$ cat config.mk
export PLATFORM = sky130hd
export DESIGN_NAME = uart_rx_nibble
export DESIGN_NICKNAME = d
export VERILOG_FILES = /design/src/rtl/uart_rx_nibble.sv
export SDC_FILE = /design/constraint.sdc
export NUM_CORES = 1
export LEC_CHECK = 0
export CORE_UTILIZATION = 39
export CTS_CLUSTER_DIAMETER = 40
export CTS_CLUSTER_SIZE = 16
export DETAILED_ROUTE_END_ITERATION = 8
export GPL_TIMING_DRIVEN = 0
export SLEW_MARGIN = 0
export SYNTH_ARGS = -nofsm -noshare
export SYNTH_HDL_FRONTEND = slang
export SYNTH_SLANG_ARGS = --single-unit
$ cat constraint.sdc
create_clock -name clk -period 3.2 [get_ports clk]
set_clock_uncertainty 0.2 [all_clocks]
set_input_delay 0.8 -clock clk [delete_from_list [all_inputs] [get_ports clk]]
set_output_delay 0.8 -clock clk [all_outputs]
set_load 0.05 [all_outputs]
$ cat src/rtl/uart_rx_nibble.sv
// uart_rx_nibble: serial UART receiver for 8N1-style frames carrying DW data bits (LSB first).
// Each correctly framed word is presented on data together with a one-cycle come strobe; a low
// stop bit raises a one-cycle ferr strobe instead and the receiver then waits for the line to go
// high again before looking for the next start bit.
//
// Ports:
//   clk   in   system clock, rising edge
//   rst   in   asynchronous active-low reset
//   rxd   in   serial line, idle high, asynchronous to clk
//   data  out  last correctly framed word (reset all-ones)
//   come  out  one-cycle strobe per good frame
//   ferr  out  one-cycle strobe per bad stop bit
//   busy  out  high whenever the receiver is not idle
module uart_rx_nibble #(
  parameter int unsigned BAUD_DIV = 434,
  parameter int unsigned DW       = 4
) (
  input  logic          clk,
  input  logic          rst,
  input  logic          rxd,
  output logic [DW-1:0] data,
  output logic          come,
  output logic          ferr,
  output logic          busy
);

  localparam int unsigned HALF = BAUD_DIV / 2;
  localparam int unsigned IW   = (DW > 1) ? $clog2(DW) : 1;

  localparam logic [15:0]   HalfLoad = 16'(HALF - 1);
  localparam logic [15:0]   BaudLoad = 16'(BAUD_DIV - 1);
  localparam logic [IW-1:0] IdxLast  = IW'(DW - 1);

  typedef enum logic [2:0] {
    StIdle,
    StStart,
    StData,
    StStop,
    StBreak
  } state_e;

  state_e        state;
  logic          s1;
  logic          s2;
  logic [15:0]   cnt;
  logic [IW-1:0] idx;
  logic [DW-1:0] sh;

  always_ff @(posedge clk or negedge rst) begin
    if (!rst) begin
      state <= StIdle;
      s1    <= 1'b1;
      s2    <= 1'b1;
      cnt   <= '0;
      idx   <= '0;
      sh    <= '0;
      data  <= '1;
      come  <= 1'b0;
      ferr  <= 1'b0;
      busy  <= 1'b0;
    end else begin
      s1   <= rxd;
      s2   <= s1;
      // Strobes last exactly one cycle unless re-raised below.
      come <= 1'b0;
      ferr <= 1'b0;

      case (state)
        StIdle: begin
          if (!s2) begin
            state <= StStart;
            cnt   <= HalfLoad;
            busy  <= 1'b1;
          end
        end

        // Wait to the middle of the start bit and confirm it is still low.
        StStart: begin
          if (cnt != 16'd0) begin
            cnt <= cnt - 16'd1;
          end else if (s2) begin
            state <= StIdle;
            busy  <= 1'b0;
          end else begin
            state <= StData;
            cnt   <= BaudLoad;
            idx   <= '0;
          end
        end

        StData: begin
          if (cnt != 16'd0) begin
            cnt <= cnt - 16'd1;
          end else begin
            sh[idx] <= s2;
            cnt     <= BaudLoad;
            if (idx == IdxLast) begin
              state <= StStop;
            end else begin
              idx <= idx + 1'b1;
            end
          end
        end

        // Returning to idle at the stop-bit midpoint lets a back-to-back start bit be caught.
        StStop: begin
          if (cnt != 16'd0) begin
            cnt <= cnt - 16'd1;
          end else if (s2) begin
            data  <= sh;
            come  <= 1'b1;
            state <= StIdle;
            busy  <= 1'b0;
          end else begin
            ferr  <= 1'b1;
            state <= StBreak;
          end
        end

        // Hold off until the line is released so a break never looks like new frames.
        StBreak: begin
          if (s2) begin
            state <= StIdle;
            busy  <= 1'b0;
          end
        end

        default: begin
          state <= StIdle;
          busy  <= 1'b0;
        end
      endcase
    end
  end

endmodule
Yosys cells after proc, flatten, opt, wreduce, memory -nomap -nowiden --
Cells that the tools add are included.
Word-level totals: logic and storage cells 77, register bits after elaboration 34
Operators by class: eq/ne operators 16, order comparisons 2, mux-type cells 33, reduce and logical (&&, ||, !) cells 12, add/sub/neg operators 2, bitwise operators 2
Operator list (count):
- $mux W16 | 5
- $pmux W16 S4 | 1
- $mux W3 | 7
- $ne A2 B2 Y1 const B | 10
- $reduce_bool A16 Y1 | 1
- $sub A16 B1 Y16 const B | 1
- $pmux W3 S5 | 1
- $mux W1 | 10
- $mux W2 | 5
- $eq A3 B2 Y1 const B | 2
- $reduce_and A3 Y1 | 2
- $reduce_and A6 Y1 | 1
- $reduce_and A5 Y1 | 1
- $bwmux W4 | 1
- $pmux W1 S4 | 1
- $pmux W2 S2 | 1
- $reduce_and A4 Y1 | 1
- $reduce_bool A4 Y1 | 1
- $eq A3 B1 Y1 const B | 1
- $eq A3 B3 Y1 const B | 1
- $logic_not A3 Y1 | 1
- $lt A2 B3 Y1 const B | 1
- $ne A3 B3 Y1 const B | 1
- $add A2 B1 Y2 const B | 1
- other kinds (8) | 9

Longest topological paths before layout --
word-level depth 5, mapped depth 8

Worst setup path before layout --
No wires, ideal clock.
path kind reg-to-reg, start point reg cnt[0], end point reg sh[0], data required time 2.875 ns, slack 0.961 ns, arrival time 1.914 ns, clock period less this slack 2.239 ns, stages on the path, launching flop included 8, path buffers 0, path through dfrtp_1 -> inv_1 -> ha_1 -> nor4b_2 -> nand4_4 -> nor4b_4 -> nand2_1 -> mux2_4
Between the ends: word-level cells in the longest chain between the ends 3
RTL lines:
- start: declaration | line 45 | logic [15:0] cnt;
- start signal: assignment | line 72 | cnt <= HalfLoad;
- start signal: assignment | line 80 | cnt <= cnt - 16'd1;
- start signal: assignment | line 86 | cnt <= BaudLoad;
- $reduce_bool A16 Y1 | line 92 | if (cnt != 16'd0) begin
- $not A1 Y1 (no source line)
- $reduce_and A2 Y1 (no source line)
- end signal: assignment | line 56 | sh <= '0;
- end signal: indexed assignment | line 95 | sh[idx] <= s2;
- end: declaration | line 47 | logic [DW-1:0] sh;
Every way passes these cells. A chain may end at the register's enable or synchronous reset.

Worst setup path in the final report --
start point reg data[2], end point out data[2]
RTL lines:
- start: declaration | line 21 | output logic [DW-1:0] data,
- start signal: assignment | line 110 | data <= sh;
No word-level cell between the ends.

==> impl_metrics.tcl <==
set metrics [dict create \
    synth_area_leaders "dfrtp_1 37%, dfstp_2 8.3%, nor2_1 4.5%" \
    endpoint_kind "primary output" \
    antenna_cells 0 \
    p_int_mw 0.666 \
    yosysTopAreaCellShare_pct 36.7 \
    sequentialPowerShare_pct 51.3 \
    power_switching_mw 0.177 \
    drive_gt1_share_pct 22.0 \
    synth_flop_cell "dfrtp_1" \
    rsz0062_at_grt "no" \
    synthesis.area_sq_um 1910 \
    fp-row-count 25 \
    cp_max_fo 2 \
    grt_max_degree 35 \
    synthDistinctLibCells 51 \
    cts_resized 0 \
    power.leakage_nw 0.917 \
    critPathLaunchType "register" \
    post_cts_buffers 0 \
    hold_viol 0 \
    grt_overflow 0 \
    dp_slack_ns 0.637 \
    placedCellCount 264 \
    crit_chain "clkdlybuf4s50_1" \
    critPathTopFamily "buffers and inverters" \
    grt_antenna_before_repair 0 \
    drv_slew 0 \
    setup_slack_ns 0.589 \
    instances_no_fill 272 \
    clk-insertion-delay-late_ns 0.29 \
    area_delta_synth_final_pct 14.8 \
    pwr_density_cell_nw_per_um2 385 \
    grt.total_usage_pct 17.5 \
    wl_per_cell_microns 14.3 \
    dieArea_sq_um 5180 \
    start_util_pct 40.4 \
    clock_path_buffers 2 \
    ys_seq_area_share_pct 45.0 \
    portBuffers 9 \
    setup_viol 0 \
    fp.dieH_microns 71.9 \
    grt_pass1_wl_mm 6.96 \
    fmax_mhz 383 \
    path_buf_inv 1 \
    crit_type "reg -> out" \
    peakVddDrop_uv 149 \
    syn-num-nets 197 \
    slew_headroom_pct 51.0 \
    drc 0 \
    finalCriticalPeriod_ns 2.61 \
    via_per_inst 5.40 \
    cts_hold_buf 0 \
    vias 1470 \
    final_common_cell "dfrtp_1" \
    cts_buffers 5 \
    synth_edf_count 0 \
    cts_root_buffer "clkbuf_8" \
    die-width_microns 71.9 \
    core_area_sq_um 4720 \
    syn_inst 188 \
    grt_pass1_vias 1416 \
    clk_pin_slew_worst_paths_ns 0.07 \
    max_stage_delay_ns 0.79 \
    p_clk_share_pct 47.1 \
    ys_async_sr_fraction_pct 100 \
    drtIter0Drc 79 \
    tightest_slew_ns 0.735 \
    required_ns 2.20 \
    synth_seq_cells 34 \
    syn_avg_cell_area_sq_um 10.1 \
    period_share_pct 81.6 \
    hold_class "reg -> reg" \
    cts_sinks 34 \
    swShare_pct 21.0 \
    yosys_warnings 0 \
    multi_input_area_sq_um 992 \
    p_comb_share_pct 1.7 \
    cts.htree.levels 2 \
    antenna_left 0 \
    fin_nets 213 \
    cap_violations 0 \
    ios 10 \
    seqCellArea_sq_um 858 \
    hpwl_mm 2.71 \
    wirelength_mm 3.90 \
    n_fill_cell 454 \
    cts_tree "done" \
    finalWeightedCongestion 0.789 \
    tns_ns 0 \
    final_cell_mix "28 x dfrtp_1, 23 x nor2_1, 15 x nand2_1, 14 x a21oi_1, 13 x o21ai_0" \
    run_status "complete, no violations" \
    synth_top_area_cell "dfrtp_1" \
    critPathSlowestCell "clkdlybuf4s50_1" \
    first_pass_iters 4 \
    worst_ep_arrival_time_ns 1.61 \
]
==> cell type report <==
| type | count | area share [%] |
|---|---|---|
| multi-input cells | 140 | 45.3 |
| flip-flops and latches | 34 | 39.2 |
| repair buffers | 9 | 3.88 |
| well taps | 67 | 3.83 |
| clock buffers | 5 | 3.14 |
| clock inverters | 3 | 2.06 |
| inverters | 8 | 1.37 |
| plain buffers | 6 | 1.26 |
==> cell usage after synthesis, types with 2 or more instances <==
library cell	number
dfrtp_1	28
nor2_1	23
nand2_1	15
a21oi_1	14
o21ai_0	13
inv_1	8
dfstp_2	6
ha_1	6
a31oi_1	5
nor3_1	5
buf_2	4
mux2_2	4
mux2_4	4
mux2i_1	3
nor4_1	3
or2_2	3
a21o_1	2
and4_2	2
clkbuf_1	2
nor4_4	2
o22a_1	2
o31ai_1	2
o32ai_1	2
or3_1	2
or4_1	2
==> flip-flops by register name, summed over array words and instances (netlist names) <==
register / count
s2: 1
s1: 1
busy: 1
sh: 4
ferr: 1
idx: 2
state: 3
data: 4
come: 1
cnt: 16
==> power groups by stage <==
stage	Clock, mW	Sequential (mW)	Combinational (mW)
after floorplan	0	0.441	0.00365
after global placement	0	0.441	0.0161
after detailed placement	0	0.441	0.0154
after CTS	0.410	0.432	0.0152
after global routing	0.427	0.432	0.0171
final	0.397	0.432	0.0141
==> metal layers <==
layer  vias up  part of all wire (%)  routed length [microns]  global-route usage, %
li1        722                     -                        -                      -
met1       716                    49                     1900                   24.6
met2        28                    47                     1820                   26.3
met3         4                   3.6                      142                   4.44
met4         0                   1.1                       44                   6.10
met5         -                     0                        0                      0
==> stage by stage <==
step	total power, mW	utilization [%]	cell area (sq um)	hold slack [ns]
5_1_grt	0.877	46.4	2190	0.163
2_1_floorplan	0.444	-	1910	0.145
3_3_place_gp	0.457	44.1	2080	0.146
6_report	0.844	46.4	2190	0.156
4_1_cts	0.858	46.4	2190	0.158
3_5_place_dp	0.456	44.0	2080	0.147
==> worst paths after layout <==
kind                            depth (start not counted)       to  startpoint  slack (ns)
worst max-delay path                                    1  data[2]     data[2]        0.59
worst min-delay path                                    0       s2          s1        0.16
worst max register to register                          7   idx[0]      cnt[0]        0.64
worst min register to register                          0       s2          s1        0.16
max in group asynchronous                               1   idx[0]         rst        1.96
min in group asynchronous                               1   cnt[2]         rst        0.36
==> logic make-up after synthesis <==
family                   after synthesis  share of synthesized area (%)
AND/OR/NAND/NOR                       70                           23.1
AO/OA/AOI/OAI                         52                           17.4
flip-flops                            34                           45.0
buffers and inverters                 14                           3.02
multiplexers                          11                           7.08
adder cells (fa/ha/maj)                6                           3.93
XOR/XNOR                               1                          0.459
Power figures use the tool's default switching activity.
==> edit 1: new RTL, config.mk and constraints unchanged <==
Register the input `rxd` before use. The logic sees it one clock later.
--- a/src/rtl/uart_rx_nibble.sv
+++ b/src/rtl/uart_rx_nibble.sv
@@ -39,6 +39,12 @@
     StBreak
   } state_e;
 
+  logic rxd_q;
+
+  always_ff @(posedge clk) begin
+    rxd_q <= rxd;
+  end
+
   state_e        state;
   logic          s1;
   logic          s2;
@@ -59,7 +65,7 @@
       ferr  <= 1'b0;
       busy  <= 1'b0;
     end else begin
-      s1   <= rxd;
+      s1   <= rxd_q;
       s2   <= s1;
       // Strobes last exactly one cycle unless re-raised below.
       come <= 1'b0;
Formal check against the unedited RTL: not equivalent (Yosys sat finds a counterexample within 4 cycles, from zero or initial values and one cycle with rst low).
==> edit 1 against the unedited design <==
Critical path depth is the same; design area shrank 3.4%; worst setup slack lost 0.016 ns; wire length grew 7.1%; sequential power grew 3%; total power grew 1.9%; largest cell class unchanged; highest routed layer unchanged; global-route usage grew 1.2 points; synthesized area shrank 2.8%; sequential cell count grew 1; final cell count shrank 5.9%.
==> edit 1: results (changes against the unedited design) <==
| Metric | Value |
|---|---|
| Status | `finished, final reports clean (unchanged)` |
| Nets@finish | `212 (was 213)` |
| Leakage | `0.894 nW (was 0.917 nW)` |
| Compound-cell area share of the yosys netlist | `0.179 (was 0.174)` |
| Net Sw Power | `0.000180 W (was 0.000177 W)` |
| Fin worst setup slack | `0.574 ns (was 0.589 ns)` |
| Sequential share of cell area | `0.415 (was 0.392)` |
| Synth unique cells | `48 (was 51)` |
| Total sequential power | `0.000446 W (was 0.000432 W)` |
| Synth cell count leaders | `28 x dfrtp_1, 18 x nor2_1, 16 x nand2_1, 12 x o21ai_0, 10 x a21oi_1 (was 28 x dfrtp_1, 23 x nor2_1, 15 x nand2_1, 14 x a21oi_1, 13 x o21ai_0)` |
| Mean post-synth cell area | `9.92 µm² (was 10.1 µm²)` |
| Hold Crit Endpoint | `s1$_DFF_PN1_ (was s2$_DFF_PN1_)` |
| Post-DP HPWL | `2.95 mm (was 2.71 mm)` |
| Synth top area cells | `dfrtp_1 38%, dfstp_2 8.5%, mux2_2 5.5% (was dfrtp_1 37%, dfstp_2 8.3%, nor2_1 4.5%)` |
| Arrival @ worst endpoint | `1.63 ns (was 1.61 ns)` |
| Post-synth net total | `196 (was 197)` |
| Mux cell area share after synthesis | `0.0601 (was 0.0708)` |
| Peak supply drop | `0.000233 V (was 0.000149 V)` |
| Xor/xnor cell area share of the yosys netlist | `0.00472 (was 0.00459)` |
| Post-DP Area | `2000 µm² (was 2080 µm²)` |
| Worst hold slack | `0.0989 ns (was 0.156 ns)` |
| Number of global-route vias before repair | `1536 (was 1416)` |
| Yosys reg bits | `35 (was 34)` |
| Worst reg2reg endpoint | `cnt[6]$_DFFE_PN0P_ (was idx[0]$_DFFE_PN0P_)` |
| Share of cells above drive strength 1 | `0.186 (was 0.220)` |
| NonClk Buf Share | `0.0550 (was 0.0514)` |
| Logic inverters | `7 (was 8)` |
| Post-place setup slack | `0.857 ns (was 0.637 ns)` |
| Worst R2R Setup Slack | `0.78 ns (was 0.64 ns)` |
| Post-synth ARST share | `0.971 (was 1.00)` |
| Multi-input gate area | `918 µm² (was 992 µm²)` |
-- edit 1: cell types whose count changed after synthesis, sizes merged, moves of 3 or more --
| cell | change |
|---|---|
| a21oi | -4 |
| nor3 | +5 |
| nand3 | +5 |
| nor2 | -5 |
| o2bb2ai | +3 |
-- edit 1: cell families (layout without fill, tap and decap cells) --
logic type | after synthesis | in the layout
compound gates | 51 | 51
xor+xnor | 1 | 1
fa+ha+maj | 6 | 6
buf+inv | 13 | 30
flops | 35 | 35
mux | 10 | 10
simple gates | 71 | 71
-- edit 1: metal layers --
| metal | GRT usage | part of all wire | vias up |
|---|---|---|---|
| met1 | 0.235 | 0.46 | 724 |
| met4 | 0.100 | 0.018 | 0 |
| met5 | 0 | 0 | - |
| met3 | 0.0556 | 0.056 | 8 |
| met2 | 0.290 | 0.47 | 40 |
| li1 | - | - | 709 |
==> edit 2: new RTL, same settings <==
Made on the original files. Set the parameter `DW` to 2 (it was 4).
--- a/src/rtl/uart_rx_nibble.sv
+++ b/src/rtl/uart_rx_nibble.sv
@@ -13,7 +13,7 @@
 //   busy  out  high whenever the receiver is not idle
 module uart_rx_nibble #(
   parameter int unsigned BAUD_DIV = 434,
-  parameter int unsigned DW       = 4
+  parameter int unsigned DW       = 2
 ) (
   input  logic          clk,
   input  logic          rst,
Ports: changed (resized data); port bits go from 10 to 8. No check against the original RTL was run, so the function may have changed too.
==> edit 2 against the unedited design <==
Synthesized area decreased by 17%; sequential cell count decreased by 5; first-iteration DRC count decreased by 23%; worst setup slack improved by 0.0087 ns; wire length decreased by 15%; total power decreased by 20%; design area decreased by 18%; synthesized cell count decreased by 17%; critical path type unchanged.
==> edit 2: results (changes against the unedited design) <==
| Metric | Value |
|---|---|
| Period utilisation layout | `0.813 (was 0.816)` |
| Nets@finish | `174 (was 213)` |
| RD Place Congestion | `0.800 (was 0.789)` |
| Post-Synth Adder-Cell Area | `0.00794 (was 0.0393)` |
| Status | `finished, final reports clean (unchanged)` |
| Placed insts | `211 (was 264)` |
| IO buf count | `7 (was 9)` |
| Post-DP HPWL | `2.36 mm (was 2.71 mm)` |
| Largest net degree at the start of global routing | `30 (was 35)` |
| CP endpoint | `data[1] (was data[2])` |
| Post-place setup slack | `0.626 ns (was 0.637 ns)` |
| Gr usage total | `0.189 (was 0.175)` |
| Synth top area cells | `dfrtp_1 40%, a21oi_1 6.7%, dfstp_2 6.7% (was dfrtp_1 37%, dfstp_2 8.3%, nor2_1 4.5%)` |
| Synth cell count leaders | `25 x dfrtp_1, 21 x a21oi_1, 14 x nor2_1, 10 x nor3_1, 6 x nand2_1 (was 28 x dfrtp_1, 23 x nor2_1, 15 x nand2_1, 14 x a21oi_1, 13 x o21ai_0)` |
| Post-DR vias/cell | `5.88 (was 5.40)` |
| Number of global-route vias before repair | `1304 (was 1416)` |
| Reg2reg start | `cnt[2]$_DFFE_PN0P_ (was cnt[0]$_DFFE_PN0P_)` |
| Post-synthesis sequential area ratio | `0.463 (was 0.450)` |
| R2r worst-path depth | `6 (was 7)` |
| Top Registers | `cnt: 16 flops, state: 3 flops (was cnt: 16 flops, data: 4 flops, sh: 4 flops)` |
| P_int | `0.000521 W (was 0.000666 W)` |
| Xor/xnor cell area share of the yosys netlist | `0.00556 (was 0.00459)` |
| Post-synth ARST share | `1.00 (unchanged)` |
| Peak supply drop | `0.000249 V (was 0.000149 V)` |
| Total sequential power | `0.000370 W (was 0.000432 W)` |
| Fill count | `361 (was 454)` |
| Mux cell area share after synthesis | `0.0349 (was 0.0708)` |
| Synth unique cells | `52 (was 51)` |
| Non-Filler Instances | `219 (was 272)` |
| Share of cells above drive strength 1 | `0.199 (was 0.220)` |
| Compound-cell area share of the yosys netlist | `0.248 (was 0.174)` |
| Worst slew margin | `0.560 (was 0.510)` |
| Critical path origin | `data[1]$_DFFE_PN1P_ (was data[2]$_DFFE_PN1P_)` |
| Leakage | `0.768 nW (was 0.917 nW)` |
| Average routed wire per standard cell | `15.2 µm (was 14.3 µm)` |
| First-pass GRT wire length | `6.11 mm (was 6.96 mm)` |
| Yosys top cell area share | `0.397 (was 0.367)` |
| Gate count of the mapped netlist | `156 (was 188)` |
| Number of violations reported at the end of detailed-routing iteration 0 | `61 (was 79)` |
edit 2: cell count changes after synthesis, sizes merged, moves of 3 or more:
| cell | change |
|---|---|
| nand3 | +4 |
| nor2 | -8 |
| ha | -5 |
| a21oi | +6 |
| nor4 | -3 |
| dfrtp | -3 |
| o21ai | -8 |
| nand2 | -8 |
| nor3 | +4 |
| mux2 | -4 |
| nor2b | +3 |
| inv | -5 |
| a211oi | +3 |
edit 2: metal layers:
| metal | part of all wire | track usage | up-vias |
|---|---|---|---|
| met5 | 0 | 0 | - |
| met1 | 0.48 | 0.260 | 633 |
| met2 | 0.46 | 0.286 | 28 |
| met4 | 0.011 | 0.0761 | 0 |
| li1 | - | - | 623 |
| met3 | 0.045 | 0.0417 | 4 |
edit 2: through the flow:
step                      total power (W)  hold slack (ns)  cell area, µm²
final                            0.000675            0.158            1790
after global routing             0.000705            0.162            1790
after CTS                        0.000685            0.160            1790
after detailed placement         0.000391            0.147            1710
after global placement           0.000390            0.146            1710
after floorplan                  0.000380            0.145            1580
edit 2: final cells by class:
type | instances | area [µm²] | area share
plain buffers | 5 | 21.3 | 0.0119
clock buffers | 5 | 68.8 | 0.0385
clock inverters | 3 | 17.5 | 0.00980
inverters | 3 | 11.3 | 0.00630
multi-input cells | 119 | 813 | 0.455
flip-flops and latches | 29 | 731 | 0.409
well taps | 48 | 60.1 | 0.0336
repair buffers | 7 | 65.1 | 0.0364
edit 2: kinds of logic after synthesis:
| family | Yosys count |
|---|---|
| multiplexers | 5 |
| XOR/XNOR | 1 |
| AO/OA/AOI/OAI | 54 |
| AND/OR/NAND/NOR | 58 |
| buffers and inverters | 8 |
| adder cells (fa/ha/maj) | 1 |
| flip-flops | 29 |
